<file path="src/rtl/vga_pkg.sv">
// rtl/vga_pkg.sv - timing presets and shared constants for the VGA timing generator
package vga_pkg;

  localparam int VGA_CNT_W = 11;

  typedef struct packed {
    int h_pixels;
    int h_sync_start;
    int h_sync_end;
    int h_total;
    int v_pixels;
    int v_sync_start;
    int v_sync_end;
    int v_total;
  } vga_timing_t;

  localparam vga_timing_t VGA_800X600_60 = '{800, 840, 968, 1056, 600, 601, 605, 628};
  localparam vga_timing_t VGA_640X480_60 = '{640, 656, 752, 800, 480, 490, 492, 525};

  // Legacy fixed-mode constants, now derived from the preset
  localparam int VGA_H_PIXELS     = VGA_800X600_60.h_pixels;
  localparam int VGA_H_SYNC_START = VGA_800X600_60.h_sync_start;
  localparam int VGA_H_SYNC_END   = VGA_800X600_60.h_sync_end;
  localparam int VGA_H_TOTAL      = VGA_800X600_60.h_total;
  localparam int VGA_V_PIXELS     = VGA_800X600_60.v_pixels;
  localparam int VGA_V_SYNC_START = VGA_800X600_60.v_sync_start;
  localparam int VGA_V_SYNC_END   = VGA_800X600_60.v_sync_end;
  localparam int VGA_V_TOTAL      = VGA_800X600_60.v_total;

endpackage

</file>
<file path="src/rtl/vga_axis_gen.sv">
// rtl/vga_axis_gen.sv - one timing axis: wrapping counter with registered sync and blank flags
module vga_axis_gen
  import vga_pkg::*;
#(
  parameter int   CNT_W      = VGA_CNT_W,
  parameter int   PIXELS     = VGA_H_PIXELS,
  parameter int   SYNC_START = VGA_H_SYNC_START,
  parameter int   SYNC_END   = VGA_H_SYNC_END,
  parameter int   TOTAL      = VGA_H_TOTAL,
  parameter logic SYNC_POL   = 1'b1
) (
  input  logic             clk,
  input  logic             rst,
  input  logic             step,
  output logic [CNT_W-1:0] count,
  output logic             sync,
  output logic             blnk,
  output logic             wrap
);

  // One extra bit so SYNC_END == TOTAL == 2**CNT_W still compares correctly
  localparam logic [CNT_W:0]   PX   = (CNT_W+1)'(PIXELS);
  localparam logic [CNT_W:0]   SS   = (CNT_W+1)'(SYNC_START);
  localparam logic [CNT_W:0]   SE   = (CNT_W+1)'(SYNC_END);
  localparam logic [CNT_W-1:0] LAST = CNT_W'(TOTAL - 1);

  logic [CNT_W-1:0] nxt;
  logic [CNT_W:0]   nxt_w;

  assign wrap = step && (count == LAST);

  always_comb begin
    nxt = count;
    if (step) nxt = (count == LAST) ? '0 : count + 1'b1;
    nxt_w = {1'b0, nxt};
  end

  always_ff @(posedge clk) begin
    if (rst) begin
      count <= '0;
      sync  <= ~SYNC_POL;
      blnk  <= 1'b0;
    end else begin
      count <= nxt;
      sync  <= (nxt_w >= SS && nxt_w < SE) ? SYNC_POL : ~SYNC_POL;
      blnk  <= (nxt_w >= PX);
    end
  end

endmodule

</file>
<file path="src/rtl/vga_timing_gen.sv">
// rtl/vga_timing_gen.sv - parametrised VGA timing generator; VGA_TIMING_FRAME_CNT_EN enables frame_cnt
module vga_timing_gen
  import vga_pkg::*;
#(
  parameter int   CNT_W        = VGA_CNT_W,
  parameter int   H_PIXELS     = VGA_800X600_60.h_pixels,
  parameter int   H_SYNC_START = VGA_800X600_60.h_sync_start,
  parameter int   H_SYNC_END   = VGA_800X600_60.h_sync_end,
  parameter int   H_TOTAL      = VGA_800X600_60.h_total,
  parameter int   V_PIXELS     = VGA_800X600_60.v_pixels,
  parameter int   V_SYNC_START = VGA_800X600_60.v_sync_start,
  parameter int   V_SYNC_END   = VGA_800X600_60.v_sync_end,
  parameter int   V_TOTAL      = VGA_800X600_60.v_total,
  parameter logic H_SYNC_POL   = 1'b1,
  parameter logic V_SYNC_POL   = 1'b1,
  parameter int   FRAME_CNT_W  = 16
) (
  input  logic                   clk,
  input  logic                   rst,
  input  logic                   en,
  output logic [CNT_W-1:0]       hcount,
  output logic [CNT_W-1:0]       vcount,
  output logic                   hsync,
  output logic                   vsync,
  output logic                   hblnk,
  output logic                   vblnk,
  output logic                   line_start,
  output logic                   frame_start,
  output logic [FRAME_CNT_W-1:0] frame_cnt
);

  if (!(H_PIXELS < H_SYNC_START && H_SYNC_START < H_SYNC_END && H_SYNC_END <= H_TOTAL)) begin : g_bad_h
    $fatal(1, "vga_timing_gen: horizontal timing out of order");
  end
  if (!(V_PIXELS < V_SYNC_START && V_SYNC_START < V_SYNC_END && V_SYNC_END <= V_TOTAL)) begin : g_bad_v
    $fatal(1, "vga_timing_gen: vertical timing out of order");
  end
  if (longint'(H_TOTAL) > (longint'(1) << CNT_W) || longint'(V_TOTAL) > (longint'(1) << CNT_W)) begin : g_bad_w
    $fatal(1, "vga_timing_gen: CNT_W too narrow for totals");
  end

  logic h_wrap;
  logic v_wrap;

  vga_axis_gen #(
    .CNT_W(CNT_W), .PIXELS(H_PIXELS), .SYNC_START(H_SYNC_START),
    .SYNC_END(H_SYNC_END), .TOTAL(H_TOTAL), .SYNC_POL(H_SYNC_POL)
  ) u_h (
    .clk(clk), .rst(rst), .step(en),
    .count(hcount), .sync(hsync), .blnk(hblnk), .wrap(h_wrap)
  );

  // h_wrap already carries en, so the vertical axis only moves on enabled wraps
  vga_axis_gen #(
    .CNT_W(CNT_W), .PIXELS(V_PIXELS), .SYNC_START(V_SYNC_START),
    .SYNC_END(V_SYNC_END), .TOTAL(V_TOTAL), .SYNC_POL(V_SYNC_POL)
  ) u_v (
    .clk(clk), .rst(rst), .step(h_wrap),
    .count(vcount), .sync(vsync), .blnk(vblnk), .wrap(v_wrap)
  );

  always_ff @(posedge clk) begin
    if (rst) begin
      line_start  <= 1'b0;
      frame_start <= 1'b0;
    end else begin
      line_start  <= h_wrap;
      frame_start <= v_wrap;
    end
  end

`ifdef VGA_TIMING_FRAME_CNT_EN
  logic [FRAME_CNT_W-1:0] frame_q;

  always_ff @(posedge clk) begin
    if (rst)         frame_q <= '0;
    else if (v_wrap) frame_q <= frame_q + 1'b1;
  end

  assign frame_cnt = frame_q;
`else
  assign frame_cnt = '0;
`endif

endmodule
</file>
<file path="config.mk">
export PLATFORM = sky130hd
export DESIGN_NAME = vga_timing_gen
export DESIGN_NICKNAME = d
export VERILOG_FILES = /design/src/rtl/vga_pkg.sv /design/src/rtl/vga_axis_gen.sv /design/src/rtl/vga_timing_gen.sv
export SDC_FILE = /design/constraint.sdc
export NUM_CORES = 1
export LEC_CHECK = 0
export BUFFER_PORTS_ARGS = -buffer_cell sky130_fd_sc_hd__buf_2
export CORE_UTILIZATION = 27
export CTS_BUF_LIST = sky130_fd_sc_hd__clkbuf_4 sky130_fd_sc_hd__clkbuf_8
export CTS_CLUSTER_DIAMETER = 30
export DETAILED_ROUTE_END_ITERATION = 6
export SYNTH_ARGS = -nofsm -noshare
export SYNTH_HDL_FRONTEND = slang
export SYNTH_HIERARCHICAL = 1
export SYNTH_SLANG_ARGS = --single-unit
export TNS_END_PERCENT = 50
</file>
<file path="constraint.sdc">
create_clock -name clk -period 3.6 [get_ports clk]
set_input_delay 0.36 -clock clk [delete_from_list [all_inputs] [get_ports clk]]
set_output_delay 0.36 -clock clk [all_outputs]
set_load 0.02 [all_outputs]
</file>
==> impl_results.md <==
* Status: finished, final reports clean
* Reg-to-reg endpoint: u_v/sync
* Setup violators final at 0
* Vias at 1315
* Mux cell area share after synthesis at 1.95%
* Initial antenna violation count at 0
* Most frequent cells in the layout: buf_2 (30), dfxtp_1 (28), nor2_1 (24)
* CP dominant cell by count: nand3_1
* Sw Share at 24.0%
* Critical path type: reg2reg
* Clock sinks at 28
* Fin crit period at approximately 2.9 ns
* Post-Route Skew at about 0.0045 ns
* Routability cong. at 0.916
* Routed len/inst at 11.9 µm
* Post-synth ARST share at 0%
* Num rows at 27
* Worst hold stages at 2
* Die height at 79.0 µm
* Seq pwr share at just under 60%
* CTS H-tree depth at 1
* PortBufs at 30
* Clock slew at the register clock pins of the worst setup and hold paths at 0.10 ns
* WP buf/inv at 0
* DP HPWL at 2570 µm
* Worst path required time at between 3 and 4 ns
* Max cap viols at 0
* Fin Hold WS at between 0.4 and 0.5 ns
* CP Capture Type: flip-flop
* Insertion delay to the later sink of the worst-skew pair at approximately 0.27 ns
* DRC viols at 0
* Register-to-register path setup slack at 0.75 ns
* Synthesis-to-finish area growth at 12.1%
* Synth cell types at 47
* Share of cells above drive strength 1 at approximately 20%
* Final WS setup at between 0.7 and 0.8 ns
* Mapped Cells at ~180
* DRT Pass-1 Iters at 4
* Crit-path cells: ha_1 > nand3_1 > and4bb_2 > and4_1 > nor3b_1 > nand3_1 > a21boi_0 > nor4bb_1
* Post-synth EDFFs at 0
* Met1 Wirelength at about 1700 µm
* CP max stage delay at around 0.50 ns
* Post-synth design cell area at ~1600 µm²
* Final-report hold violation count at 0
* Final Max Slew Viols at 0
* Adder-Cell Fraction of Synth Area at between 1.5 and 2%
* Detail Route Antenna Nets at 0
* Synth Register Bits at 28
* Largest net degree at the start of global routing at 16
* Fin crit share at approximately 80%
* Most common cell after layout, fill and taps aside: buf_2
* Setup crit start kind: flip-flop
* Post-place setup slack at 0.798 ns
* Crit path max-delay cell type: and4bb_2
* Pleak at between 0.7 and 0.8 nW
* HP Start: rst
* Seq/Total Area, Yosys at 35.0%
* FILL cells at slightly above 600
* VDD IR max at ~130 µV
* Post-route core utilization at between 30% and 40%
* CP Data Arrival Time at between 3 and 4 ns
* Core ar. at roughly 5600 µm²
* First-pass GRT wire length at approximately 5300 µm
* Total Wirelength at about 3400 µm
* Main combinational cell family by area after synthesis: simple AND/OR/NAND/NOR gates
* Die X at ~79 µm
* Crit path max fanout at 12
* Post-Layout Cell Count at 283
* Main synth FF type: dfxtp_1
* Nets at approximately 220
* WHS Endpoint: u_v/count[8]
* Hold Path Class: in2reg
* DR iter-0 viols at 87
* Maximum clock insertion buffer count at 2
* Clock power share at 35.7%
* FMAX at ~350 MHz
* Gr ovfl total at 0
* DR top layer: met4
* Syn_area_per_cell at 8.74 µm²
* Hold_buf cts at 0
* Simple logic cell fraction of the synthesized area at between 20% and 30%
* CTS root buffer: clkbuf_8
* IO Count at 47
* DP Cell Count at approximately 280
* Comb power frac at about 6.6%
* CTS buffer count at 3
* Power Dens Cells at about 310 nW/µm²
* Overall routing resource usage at approximately 11%
* P_sw at about 0.13 mW
* DR WL met2 at between 1500 and 2000 µm
* Crit path max-delay family: simple AND/OR/NAND/NOR gates
* Met3 wire length at 111 µm
* CTS resizes at 0
* Vias per cell at roughly 4.6
* Reg2Reg Launch Point: u_h/count[0]
* Vias in the first global route at 1161
* Setup repair after global routing missed its margin: false
* Complex-gate fraction of the synthesized area at 11.5%
* XOR/XNOR share of the synthesized area at a little under 10%
* Reg2reg path depth at 8
* Initial Util at between 20% and 30%
* Die area at 6240 µm²
* Ant diodes at 0
* CTS tree: built
* Synth warn at 6
* Postcts setup bufs at 0
* Setup tns final at 0 ns
* Cell Int Power at roughly 0.42 mW
[stage by stage]
| stage | power [mW] | area, µm² |
|---|---|---|
| 6_report | 0.549 | 1790 |
| 5_1_grt | 0.576 | 1790 |
| 4_1_cts | 0.561 | 1790 |
| 3_5_place_dp | 0.360 | 1740 |
| 3_3_place_gp | 0.359 | 1740 |
| 2_1_floorplan | 0.367 | 1660 |
[cells in the mapped netlist, types with 2 or more instances]
cell      number  area, µm²
a21o_1         3       22.5
a21oi_1        6       30.0
and3_1         2       12.5
and4_1         4       35.0
buf_4         18        135
dfxtp_1       28        561
ha_1           2       25.0
inv_1          2       7.51
mux2i_1        2       20.0
nand2_1        9       33.8
nand3_1        9       45.0
nand4_1        7       43.8
nor2_1        24       90.1
nor2b_1        3       18.8
nor3_1         4       20.0
nor4b_1        2       17.5
o21ai_0        4       20.0
o21ai_1        2       10.0
o22ai_1        2       12.5
o311ai_0       2       17.5
or2_1          2       12.5
or3_1          4       25.0
or4b_1         2       20.0
xnor2_1       10       87.6
xor2_1         8       70.1
[power groups by stage]
stage               combinational, mW  clock (mW)  sequential (mW)
floorplan                      0.0406           0            0.326
global placement               0.0357           0            0.323
detailed placement             0.0361           0            0.324
CTS                            0.0361       0.209            0.316
global route                   0.0393       0.219            0.317
finish                         0.0361       0.196            0.316
[sequential cells by signal, summed over array words and instances (netlist names)]
name,flops
line_start,1
frame_start,1
u_h/sync,1
u_h/blnk,1
u_h/count,11
u_v/count,11
u_v/blnk,1
u_v/sync,1
[layer usage]
layer | global-route usage [%] | vias up
met5 | 0 | -
met4 | 2.73 | 0
met3 | 2.41 | 4
met2 | 17.7 | 25
met1 | 14.4 | 609
li1 | - | 677
[area by class of cell]
type                            count  area [µm²]  area share (%)
Inverter                            2        7.51           0.418
Tap cell                           72        90.1            5.02
Timing Repair Buffer               30         150            8.37
Sequential cell                    28         561            31.2
Clock buffer                        4        55.1            3.07
Multi-Input combinational cell    147         931            51.9
[worst max path at each step]
stage | from | endpoint | slack [ns] | depth (start not counted)
finish | u_h/count[0] | u_v/sync | 0.75 | 8
global route | u_h/count[0] | u_v/sync | 0.44 | 8
CTS | u_h/count[0] | u_v/sync | 0.77 | 8
detailed placement | u_h/count[0] | u_v/sync | 0.80 | 8
global placement | u_h/count[0] | u_v/sync | 0.94 | 8
floorplan | u_h/count[0] | u_v/sync | 0.92 | 9
[cell families (layout without fill, tap and decap cells)]
logic type               count (synthesis)  in the layout
AO/OA/AOI/OAI                           27             27
XOR/XNOR                                18             18
adder cells (fa/ha/maj)                  2              2
buffers and inverters                   23             36
flip-flops                              28             28
multiplexers                             3              3
other                                    1             16
AND/OR/NAND/NOR                         81             81
Note: power is estimated with default switching activity, not from simulation.
